==> config.mk <==
export PLATFORM = sky130hd
export DESIGN_NAME = uart_cfg_tuner
export DESIGN_NICKNAME = d
export VERILOG_FILES = /design/src/rtl/uart_tuner_pkg.sv /design/src/rtl/uart_baud_div.sv /design/src/rtl/uart_cfg_tuner.sv
export SDC_FILE = /design/constraint.sdc
export NUM_CORES = 1
export LEC_CHECK = 0
export ABC_AREA = 1
export BUFFER_PORTS_ARGS = -buffer_cell sky130_fd_sc_hd__buf_2
export CORE_MARGIN = 2
export CORE_UTILIZATION = 53
export DETAILED_ROUTE_END_ITERATION = 7
export MAX_ROUTING_LAYER = met4
export PLACE_DENSITY = 0.83
export REMOVE_ABC_BUFFERS = 1
export SLEW_MARGIN = 25
export SYNTH_ARGS = -nofsm -noshare
export SYNTH_HDL_FRONTEND = slang
export SYNTH_SLANG_ARGS = --single-unit
==> constraint.sdc <==
create_clock -name clk -period 3.4 [get_ports clk]
set_input_delay 0.68 -clock clk [delete_from_list [all_inputs] [get_ports clk]]
set_output_delay 0.68 -clock clk [all_outputs]
set_load 0.03 [all_outputs]
==> src/rtl/uart_tuner_pkg.sv <==
// uart_tuner_pkg
//   Shared types and helpers for the UART configuration tuner.
//   - baud_rate / stop_bit_length / data_length code enums
//   - tuner_output_bus_t : committed configuration seen by the TX/RX cores
//   - tuner_state_t      : configuration FSM states
//   - baud_hz()          : baud code -> baud rate in Hz
//   - map_sbl()          : stop-bit code -> enum (reserved 2'b11 folds to ONE)
//   - default_cfg()      : power-on configuration (9600 baud, 8N1)
package uart_tuner_pkg;

  // Width of the pulse_width field carried on the output bus. Instances of
  // uart_cfg_tuner must use the same PW_W.
  localparam int TUNER_PW_W = 19;
  // Wide enough for the fastest supported baud rate (921600).
  localparam int BAUD_W = 20;
  localparam logic [3:0] BR_MAX = 4'd12;

  typedef enum logic [3:0] {
    R_300    = 4'd0,
    R_600    = 4'd1,
    R_1200   = 4'd2,
    R_2400   = 4'd3,
    R_4800   = 4'd4,
    R_9600   = 4'd5,
    R_19200  = 4'd6,
    R_38400  = 4'd7,
    R_57600  = 4'd8,
    R_115200 = 4'd9,
    R_230400 = 4'd10,
    R_460800 = 4'd11,
    R_921600 = 4'd12
  } baud_rate;

  typedef enum logic [1:0] {
    STOP_ONE      = 2'b00,
    STOP_ONE_HALF = 2'b01,
    STOP_TWO      = 2'b10
  } stop_bit_length;

  typedef enum logic [1:0] {
    DATA_5 = 2'b00,
    DATA_6 = 2'b01,
    DATA_7 = 2'b10,
    DATA_8 = 2'b11
  } data_length;

  typedef struct packed {
    logic [TUNER_PW_W-1:0] pulse_width;
    stop_bit_length        sbl;
    data_length            data_len;
    logic                  parity_on;
    logic                  seniority_h;
    logic                  parity_set;
  } tuner_output_bus_t;

  typedef enum logic [2:0] {
    S_IDLE      = 3'd0,
    S_CALC      = 3'd1,
    S_WAIT_IDLE = 3'd2,
    S_APPLY     = 3'd3,
    S_ERR       = 3'd4
  } tuner_state_t;

  // Out-of-range codes return 9600 so the divider never sees a zero
  // denominator; such codes are rejected before the divider is started.
  function automatic int baud_hz(input logic [3:0] code);
    int hz;
    case (code)
      4'd0:    hz = 300;
      4'd1:    hz = 600;
      4'd2:    hz = 1200;
      4'd3:    hz = 2400;
      4'd4:    hz = 4800;
      4'd5:    hz = 9600;
      4'd6:    hz = 19200;
      4'd7:    hz = 38400;
      4'd8:    hz = 57600;
      4'd9:    hz = 115200;
      4'd10:   hz = 230400;
      4'd11:   hz = 460800;
      4'd12:   hz = 921600;
      default: hz = 9600;
    endcase
    return hz;
  endfunction

  function automatic stop_bit_length map_sbl(input logic [1:0] code);
    return (code == 2'b11) ? STOP_ONE : stop_bit_length'(code);
  endfunction

  function automatic tuner_output_bus_t default_cfg(input longint clk_freq);
    tuner_output_bus_t c;
    c.pulse_width = TUNER_PW_W'((clk_freq + 64'd4800) / 64'd9600);
    c.sbl         = STOP_ONE;
    c.data_len    = DATA_8;
    c.parity_on   = 1'b0;
    c.seniority_h = 1'b0;
    c.parity_set  = 1'b0;
    return c;
  endfunction

endpackage

==> src/rtl/uart_baud_div.sv <==
// uart_baud_div
//   Restoring unsigned divider, one quotient bit per clock, NUM_W bits total.
//   The first quotient bit is produced on the start edge itself, so the
//   quotient and overflow flag are valid in the cycle done first reads high,
//   NUM_W cycles after the start cycle. Result is held until the next start.
// Ports:
//   clk, rst_n  : clock, asynchronous active-low reset
//   start       : load num/den and begin a division (single-cycle strobe)
//   num, den    : dividend / divisor, sampled only while start is high
//   done        : result valid (level, cleared by the next start)
//   quotient    : low PW_W bits of the quotient
//   overflow    : quotient is zero or does not fit in PW_W bits
module uart_baud_div #(
  parameter int NUM_W = 26,
  parameter int DEN_W = 20,
  parameter int PW_W  = 19
) (
  input  logic             clk,
  input  logic             rst_n,
  input  logic             start,
  input  logic [NUM_W-1:0] num,
  input  logic [DEN_W-1:0] den,
  output logic             done,
  output logic [PW_W-1:0]  quotient,
  output logic             overflow
);

  localparam int CNT_W = $clog2(NUM_W + 1);

  logic [DEN_W-1:0] rem_reg, rem_next;
  logic [NUM_W-1:0] q_reg, q_next;
  logic [DEN_W-1:0] den_reg;
  logic [CNT_W-1:0] cnt_reg;
  logic             running_reg;
  logic             done_reg;

  // Dividend bits shift out of the top of q_reg while quotient bits shift in
  // at the bottom; after NUM_W steps q_reg holds the full quotient.
  logic [DEN_W-1:0] src_rem;
  logic [NUM_W-1:0] src_q;
  logic [DEN_W-1:0] src_den;
  logic [DEN_W:0]   rem_sh;
  logic             q_bit;

  always_comb begin
    src_rem = start ? '0 : rem_reg;
    src_q   = start ? num : q_reg;
    src_den = start ? den : den_reg;
    rem_sh  = {src_rem, src_q[NUM_W-1]};
    q_bit   = 1'b0;
    rem_next = rem_sh[DEN_W-1:0];
    if (rem_sh >= {1'b0, src_den}) begin
      q_bit = 1'b1;
      // Result is below src_den, so the dropped top bit is always zero.
      rem_next = rem_sh[DEN_W-1:0] - src_den;
    end
    q_next = {src_q[NUM_W-2:0], q_bit};
  end

  always_ff @(posedge clk or negedge rst_n) begin
    if (!rst_n) begin
      rem_reg     <= '0;
      q_reg       <= '0;
      den_reg     <= '0;
      cnt_reg     <= '0;
      running_reg <= 1'b0;
      done_reg    <= 1'b0;
    end else if (start) begin
      den_reg     <= den;
      rem_reg     <= rem_next;
      q_reg       <= q_next;
      cnt_reg     <= CNT_W'(NUM_W - 1);
      running_reg <= 1'b1;
      done_reg    <= 1'b0;
    end else if (running_reg) begin
      rem_reg <= rem_next;
      q_reg   <= q_next;
      cnt_reg <= cnt_reg - CNT_W'(1);
      if (cnt_reg == CNT_W'(1)) begin
        running_reg <= 1'b0;
        done_reg    <= 1'b1;
      end
    end
  end

  assign done = done_reg;

  if (NUM_W > PW_W) begin : g_wide
    assign quotient = q_reg[PW_W-1:0];
    assign overflow = (q_reg == '0) || (|q_reg[NUM_W-1:PW_W]);
  end else begin : g_narrow
    assign quotient = PW_W'(q_reg);
    assign overflow = (q_reg == '0);
  end

endmodule

==> src/rtl/uart_cfg_tuner.sv <==
// uart_cfg_tuner
//   Configuration store for the UART cores. Accepts a request over a
//   valid/ready handshake, converts the baud code to a rounded pulse width
//   with an iterative divider (or takes custom_div directly), and commits
//   the whole configuration atomically once the link is idle.
// Ports:
//   clk, rst_n         : clock, asynchronous active-low reset
//   cfg_valid/ready    : request handshake (ready only in IDLE)
//   br, custom_en,
//   custom_div, sbl,
//   data_len, parity_on,
//   seniority_h,
//   parity_set         : requested configuration fields
//   link_idle          : TX and RX both idle; gates the commit
//   cfg_o              : committed configuration (registered)
//   cfg_applied        : one-cycle pulse when cfg_o takes a new value
//   cfg_err            : one-cycle pulse when a request is rejected
//   busy               : FSM is not in IDLE
module uart_cfg_tuner
  import uart_tuner_pkg::*;
#(
  parameter int CLK_FREQ = 50_000_000,
  parameter int PW_W     = TUNER_PW_W,
  parameter int NUM_W    = $clog2(CLK_FREQ + 460_800 + 1)
) (
  input  logic              clk,
  input  logic              rst_n,
  input  logic              cfg_valid,
  output logic              cfg_ready,
  input  logic [3:0]        br,
  input  logic              custom_en,
  input  logic [PW_W-1:0]   custom_div,
  input  logic [1:0]        sbl,
  input  logic [1:0]        data_len,
  input  logic              parity_on,
  input  logic              seniority_h,
  input  logic              parity_set,
  input  logic              link_idle,
  output tuner_output_bus_t cfg_o,
  output logic              cfg_applied,
  output logic              cfg_err,
  output logic              busy
);

  localparam tuner_output_bus_t RESET_CFG = default_cfg(CLK_FREQ);

  tuner_state_t      state_reg, state_next;
  tuner_output_bus_t shadow_reg;

  logic              div_start;
  logic [NUM_W-1:0]  div_num;
  logic [BAUD_W-1:0] div_den;
  logic              div_done;
  logic [PW_W-1:0]   div_q;
  logic              div_ovf;

  always_comb begin
    state_next = state_reg;
    case (state_reg)
      S_IDLE: begin
        if (cfg_valid) begin
          // Custom mode takes precedence over the baud code.
          if (custom_en)
            state_next = (custom_div != '0) ? S_WAIT_IDLE : S_ERR;
          else if (br > BR_MAX)
            state_next = S_ERR;
          else
            state_next = S_CALC;
        end
      end
      S_CALC:      if (div_done) state_next = div_ovf ? S_ERR : S_WAIT_IDLE;
      S_WAIT_IDLE: if (link_idle) state_next = S_APPLY;
      S_APPLY:     state_next = S_IDLE;
      S_ERR:       state_next = S_IDLE;
      default:     state_next = S_IDLE;
    endcase
  end

  // Adding baud/2 to the dividend turns the floor division into
  // round-to-nearest.
  always_comb begin
    div_start = (state_reg == S_IDLE) && cfg_valid && !custom_en && (br <= BR_MAX);
    div_num   = NUM_W'(CLK_FREQ + baud_hz(br) / 2);
    div_den   = BAUD_W'(baud_hz(br));
  end

  uart_baud_div #(
    .NUM_W(NUM_W),
    .DEN_W(BAUD_W),
    .PW_W (PW_W)
  ) u_div (
    .clk     (clk),
    .rst_n   (rst_n),
    .start   (div_start),
    .num     (div_num),
    .den     (div_den),
    .done    (div_done),
    .quotient(div_q),
    .overflow(div_ovf)
  );

  always_ff @(posedge clk or negedge rst_n) begin
    if (!rst_n) begin
      state_reg   <= S_IDLE;
      shadow_reg  <= RESET_CFG;
      cfg_o       <= RESET_CFG;
      cfg_ready   <= 1'b1;
      busy        <= 1'b0;
      cfg_applied <= 1'b0;
      cfg_err     <= 1'b0;
    end else begin
      state_reg   <= state_next;
      cfg_ready   <= (state_next == S_IDLE);
      busy        <= (state_next != S_IDLE);
      cfg_applied <= (state_reg == S_APPLY);
      cfg_err     <= (state_reg == S_ERR);

      if (state_reg == S_IDLE && cfg_valid) begin
        // pulse_width is overwritten by the divider result on the baud path.
        shadow_reg.pulse_width <= custom_div;
        shadow_reg.sbl         <= map_sbl(sbl);
        shadow_reg.data_len    <= data_length'(data_len);
        shadow_reg.parity_on   <= parity_on;
        shadow_reg.seniority_h <= seniority_h;
        shadow_reg.parity_set  <= parity_set;
      end

      if (state_reg == S_CALC && div_done && !div_ovf)
        shadow_reg.pulse_width <= div_q;

      if (state_reg == S_APPLY)
        cfg_o <= shadow_reg;
    end
  end

endmodule

Word level (Yosys, flattened, before mapping)
Memory sizes are Yosys's and may differ from the RTL's.
Cells that the tools add are included.
{"block": "word_totals", "output_inout_bits": 30, "romBits": 576, "regBits": 132, "elab_cells": 85, "input_bits": 35, "n_memories": 2}
{"name": "(name not given)", "depth": 16, "word_bits": 18, "rd": 1, "rd_ports_with_merged_regs": 0, "write_ports": 0, "line_no": "uart_tuner_pkg.sv:68", "rtl": "case (code)"}
{"name": "(name not given)", "depth": 16, "word_bits": 18, "rd": 1, "rd_ports_with_merged_regs": 0, "write_ports": 0, "line_no": "uart_tuner_pkg.sv:68"}
{"block": "classes", "n_lt_le_gt_ge": 3, "n_addsub": 4, "n_mux": 28, "n_bitwise": 1, "n_reduce_logical": 18, "n_eq_ne": 6}
{"cell": "26-bit 2-to-1 mux", "count": 4}
{"cell": "20-bit 2-to-1 mux", "count": 5}
{"cell": "26-bit by 1-bit adder with 26-bit output", "count": 1}
{"cell": "26-bit adder, first input constant", "count": 1}
{"cell": "26-bit zero test", "count": 1}
{"cell": "21-bit by 20-bit greater-or-equal comparator with 1-bit output", "count": 1}
{"cell": "3-bit 2-to-1 mux", "count": 7}
{"cell": "20-bit subtractor", "count": 1}
{"cell": "19-bit 2-to-1 mux", "count": 1}
{"cell": "19-bit nonzero test", "count": 1}
{"cell": "5-bit 2-to-1 mux", "count": 2}
{"cell": "3-bit case mux with 3 select lines", "count": 1}
{"cell": "1-bit 2-to-1 mux", "count": 7}
{"cell": "7-bit OR reduction", "count": 1}
{"cell": "3-bit by 2-bit equality test with 1-bit output, second input constant", "count": 2}
{"cell": "3-bit zero test", "count": 2}
{"cell": "2-bit nonzero test", "count": 3}
{"cell": "5-bit by 1-bit equality test with 1-bit output, second input constant", "count": 1}
{"cell": "1-bit logical AND", "count": 5}
{"cell": "5-bit by 1-bit subtractor with 5-bit output, second input constant", "count": 1}
{"cell": "4-bit greater-than comparator, second input constant", "count": 1}
{"cell": "4-bit <= comparator, second input constant", "count": 1}
{"cell": "3-bit by 1-bit equality test with 1-bit output, second input constant", "count": 1}
{"cell": "3-bit equality test, second input constant", "count": 1}
{"cell": "other kinds (7)", "count": 8}

Depth between registers and ports, before layout
{"block": "depth", "depth_word": 9, "ltp_mapped": 27, "depth_no_buf": 26}

Modules after synthesis
Synthesis repeated with hierarchy kept, for this count alone.
{"block": "unflattened", "cells_unflattened": 1056, "hier_area_um2": 8026.4}
{"module": "uart_baud_div", "seq_area_each_um2": 1826.8, "cells_per_inst": 668, "instances": 1, "area_per_inst_um2": 4879.7}
{"module": "uart_cfg_tuner", "seq_area_each_um2": 1495.2, "cells_per_inst": 388, "instances": 1, "area_per_inst_um2": 3146.8}

Least setup slack after synthesis
OpenSTA, ideal clock, no wires.
{"block": "synth_path", "path_kind": "input-to-reg", "start": "input port br[1]", "end": "register u_div.rem_reg[14]", "slack_ns": 0.099, "required_time_ns": 3.284, "path_buffers": 3, "path_stages": 25, "setup_ns": 0.116, "arrival_ns": 3.185, "path_cell_list": "inv_1 ha_1 inv_1 nand3_1 nand2_1 nor2_4 buf_6 buf_2 nand2_1 o21ai_0 inv_1 ha_1 nand2_1 inv_1 nand2_1 nand3_1 a21oi_1 nand2_1 nand2_2 nand3_2 buf_6 nand2_1 nand2_1 nand2_1 nand2_1"}
{"block": "synth_between", "word_cells_on_any_way": 15, "cone_classes": "add/sub (3); order compare (2); mux (6); reduce/logical (2); memory (2)"}
{"item": "start, declared", "line_no": "uart_cfg_tuner.sv:30", "rtl": "input logic [3:0] br,"}
{"item": "4-bit <= comparator", "line_no": "uart_cfg_tuner.sv:82", "rtl": "div_start = (state_reg == S_IDLE) && cfg_valid && !custom_en && (br <= BR_MAX);"}
{"item": "1-bit logical AND", "line_no": "uart_cfg_tuner.sv:82"}
{"item": "20-bit 2-to-1 mux *"}
{"item": "net u_div.src_den[11]", "line_no": "uart_baud_div.sv:41", "rtl": "logic [DEN_W-1:0] src_den;"}
{"item": "20-bit subtractor / 21-bit by 20-bit greater-or-equal comparator with 1-bit output (equally long branches)", "line_no": "uart_baud_div.sv:55, uart_baud_div.sv:52"}
{"item": "20-bit 2-to-1 mux *", "line_no": "uart_baud_div.sv:52", "rtl": "if (rem_sh >= {1'b0, src_den}) begin"}
{"item": "20-bit 2-to-1 mux", "line_no": "uart_baud_div.sv:75", "rtl": "end else if (running_reg) begin"}
{"item": "20-bit 2-to-1 mux *", "line_no": "uart_baud_div.sv:68", "rtl": "end else if (start) begin"}
{"item": "end signal, assigned", "line_no": "uart_baud_div.sv:70", "rtl": "rem_reg <= rem_next;"}
{"item": "end signal, assigned", "line_no": "uart_baud_div.sv:76", "rtl": "rem_reg <= rem_next;"}
{"item": "end, declared", "line_no": "uart_baud_div.sv:30", "rtl": "logic [DEN_W-1:0] rem_reg, rem_next;"}
Mark *: on every way through the listed nets, which the timed path passes. The rest lies on a longest branch. The select of a mux whose other input is x is not followed.
A chain may end at the register's enable or synchronous reset.

Worst setup path after layout
{"block": "layout_path", "start": "input port br[0]", "end": "register u_div.rem_reg[14]"}
{"block": "layout_between", "elab_chain_len": 8, "word_cells_on_any_way": 15, "cone_classes": "add/sub (3); order compare (2); mux (6); reduce/logical (2); memory (2)"}
{"item": "memory 16 x 18 bit"}
{"item": "26-bit by 1-bit adder with 26-bit output (no line)"}
{"item": "26-bit adder", "line_no": "uart_cfg_tuner.sv:83", "rtl": "div_num = NUM_W'(CLK_FREQ + baud_hz(br) / 2);"}
{"item": "26-bit 2-to-1 mux", "line_no": "uart_baud_div.sv:47", "rtl": "src_q = start ? num : q_reg;"}
{"item": "20-bit subtractor / 21-bit by 20-bit greater-or-equal comparator with 1-bit output (equally long branches)", "line_no": "uart_baud_div.sv:55, uart_baud_div.sv:52"}
{"item": "20-bit 2-to-1 mux", "line_no": "uart_baud_div.sv:52"}
{"item": "20-bit 2-to-1 mux", "line_no": "uart_baud_div.sv:75"}
{"item": "20-bit 2-to-1 mux", "line_no": "uart_baud_div.sv:68"}
Parallel ways exist; a longest one is shown, timed or not. The select of a mux whose other input is x is not followed.

==> impl_metrics.env <==
export IMPL_status="finished clean"
export IMPL_cts_buffer_depth=2
export IMPL_die_h_um=124
export IMPL_worstPathMaxFanout=12
export IMPL_ys_top_cells_by_area="dfrtp_1 38%, nand2_1 16%, inv_1 7.1%"
export IMPL_power_density_mw_per_mm2=1230
export IMPL_cp_end_kind="flop"
export IMPL_layout_min_cycle_time_ns=3.28
export IMPL_synth_top_cell_by_area="dfrtp_1"
export IMPL_grt_ovfl_total=0
export IMPL_r2r_end="u_div.rem_reg[10]"
export IMPL_grt_pass1_vias=7076
export IMPL_final_area_mm2=0.0100
export IMPL_skew_ns=0.0156
export IMPL_ant_nets=0
export IMPL_rrSetupSlack_ns=0.26
export IMPL_ys_ff_latch=132
export IMPL_async_flop_share=1.00
export IMPL_synth_cell_type_count=38
export IMPL_start_kind="input port"
export IMPL_max_freq_mhz=305
export IMPL_final_cell_mix="325 x nand2_1, 141 x inv_1, 138 x buf_4, 117 x dfrtp_1, 93 x nand3_1"
export IMPL_synth_cells=1040
export IMPL_route_detailed_drc=0
export IMPL_die_w_um=124
export IMPL_final_common_cell="nand2_1"
export IMPL_cts_buffers_inserted=17
export IMPL_synth_ff_type="dfrtp_1"
export IMPL_required_ns=3.71
export IMPL_start_util=0.545
export IMPL_routedWlPerCell_um=15.0
export IMPL_slowest_stage="fa_1"
export IMPL_max_slew_worst_pin_slew_ns=0.705
export IMPL_final_core_utilization=0.715
export IMPL_syn2layout_area_growth_pct=31.1
export IMPL_dieArea_mm2=0.0154
export IMPL_clk_latency_ns=0.42
export IMPL_maxSlewHeadroom=0.527
export IMPL_clkTransAtPathRegs_ns=0.06
export IMPL_cts_htree_levels=4
export IMPL_grt_max_degree=56
export IMPL_drt_pass1_iterations=5
export IMPL_finalWirelength_mm=21.4
export IMPL_hpwl_mm=15.0
export IMPL_cap_viol_max_count=0
export IMPL_cp_startpoint="br[0]"
export IMPL_fillers=1046
export IMPL_holdCritPathClass="input port to async pin"
export IMPL_critPathKind="input port to flop"
export IMPL_drt_vias_per_instance=5.34
export IMPL_routabilityCongestion=0.929
export IMPL_nNetsFinal=1297
export IMPL_rows=43
export IMPL_ff2ff_path_depth=20
export IMPL_drv_slew=0
export IMPL_crit_top_cell="nand2_1"
export IMPL_drtIter0Drc=652
export IMPL_dpl_instance_area_mm2=0.00898
export IMPL_grt_pass1_wl_mm=32.9
export IMPL_vias=7614
export IMPL_leakagePower_uw=0.00530
export IMPL_numPortBuffers=64
export IMPL_seq_area_frac_synth=0.436
export IMPL_crit_end="u_div.rem_reg[14]"
export IMPL_ctsRootBufferMaster="clkbuf_16"
export IMPL_core_area_mm2=0.0140
export IMPL_avgSynthCellArea_um2=7.33
export IMPL_ys_warn_count=0
export IMPL_hold_viol_final=0
export IMPL_crit_arrival_ns=3.59
export IMPL_synth_area_mm2=0.00763
export IMPL_cts_sinks=132
export IMPL_synth_edff_count=0
export IMPL_drive_gt1_frac=0.260
export IMPL_max_vdd_ir_drop_uv=893
export IMPL_fin_crit_sh=0.965
export IMPL_r2r_start="state_reg[0]"
export IMPL_grt_usage=0.285
export IMPL_holdWs_ns=0.301
export IMPL_antenna_found_initial=0
export IMPL_cpPeakStageDelay_ns=0.43
export IMPL_setup_viol_count_final=0
export IMPL_synth_top_area_share=0.384
export IMPL_n_antenna_cell=0
export IMPL_cts_tree="done"
export IMPL_num_io_pins=65
where the power goes:
group | switching (uW) | internal [uW]
registers | 413 | 2410
logic | 4340 | 3210
clock network | 689 | 1200
per-layer routing:
layer	track usage	part of all wire	vias to the layer above
li1	-	-	3704
met1	0.339	0.42	3581
met2	0.477	0.49	261
met3	0.0481	0.054	68
met4	0.126	0.036	0
met5	-	0	-
repair_timing:
item	4_1_cts	5_1_grt
endpoints found under the setup margin	8	21
buffers inserted	3	7
hold buffers	0	0
gates cloned	0	2
endpoints found under the hold margin	0	0
gates resized for setup	3	79
pin swaps	3	16
cell type report:
type	count	area (um^2)	area share
clock inverter	11	153	0.0153
clock buffer	21	460	0.0460
tap	180	225	0.0225
inverter	151	569	0.0569
multi-input combinational	723	3810	0.381
timing repair buffer	207	1460	0.146
sequential	132	3320	0.332
cell usage after synthesis, types with 11 or more instances:
cell      instances
nand2_1         332
inv_1           144
dfrtp_1         117
nand3_1          94
nor2_1           88
o21ai_0          52
ha_1             29
a21oi_1          28
o211ai_1         21
dfstp_2          15
nand4_1          14
clkbuf_1         12
buf_2            11
metrics by stage:
stage | setup WS, ns | total power, uW | TNS (ns) | instances
after global routing | -0.0499 | 13200 | -0.246 | 1425
after CTS | 0.000802 | 11600 | 0 | 1416
after detailed placement | -0.446 | 9570 | -8.19 | 1381
final | 0.120 | 12300 | 0 | 1425
after global placement | -0.339 | 9350 | -6.27 | 1381
after floorplan | -0.899 | 6920 | -16.92 | 1005
critical path: cells and delay by family:
family,cells,cell delay [ns]
simple gates,16,1.49
fa+ha+maj,3,0.82
buf+inv,6,0.62
cell families (layout without fill, tap and decap cells):
family                   after synthesis  count (layout)  synth area share
flip-flops                           132             132             0.436
AND/OR/NAND/NOR                      560             561             0.311
buffers and inverters                186             390            0.0998
adder cells (fa/ha/maj)               30              30            0.0502
XOR/XNOR                              10              10            0.0115
AO/OA/AOI/OAI                        122             122            0.0917
how the worst min path moves through the flow:
| stage | from | end | slack, ns |
|---|---|---|---|
| 6_report | rst_n | cfg_o[6] | 0.30 |
| 5_1_grt | rst_n | shadow_reg[6] | 0.37 |
| 4_1_cts | rst_n | cfg_o[6] | 0.33 |
| 3_5_place_dp | shadow_reg[17] | cfg_o[17] | 0.45 |
| 3_3_place_gp | shadow_reg[10] | cfg_o[10] | 0.45 |
| 2_1_floorplan | rst_n | busy | 0.38 |
Power figures use the tool's default switching activity.
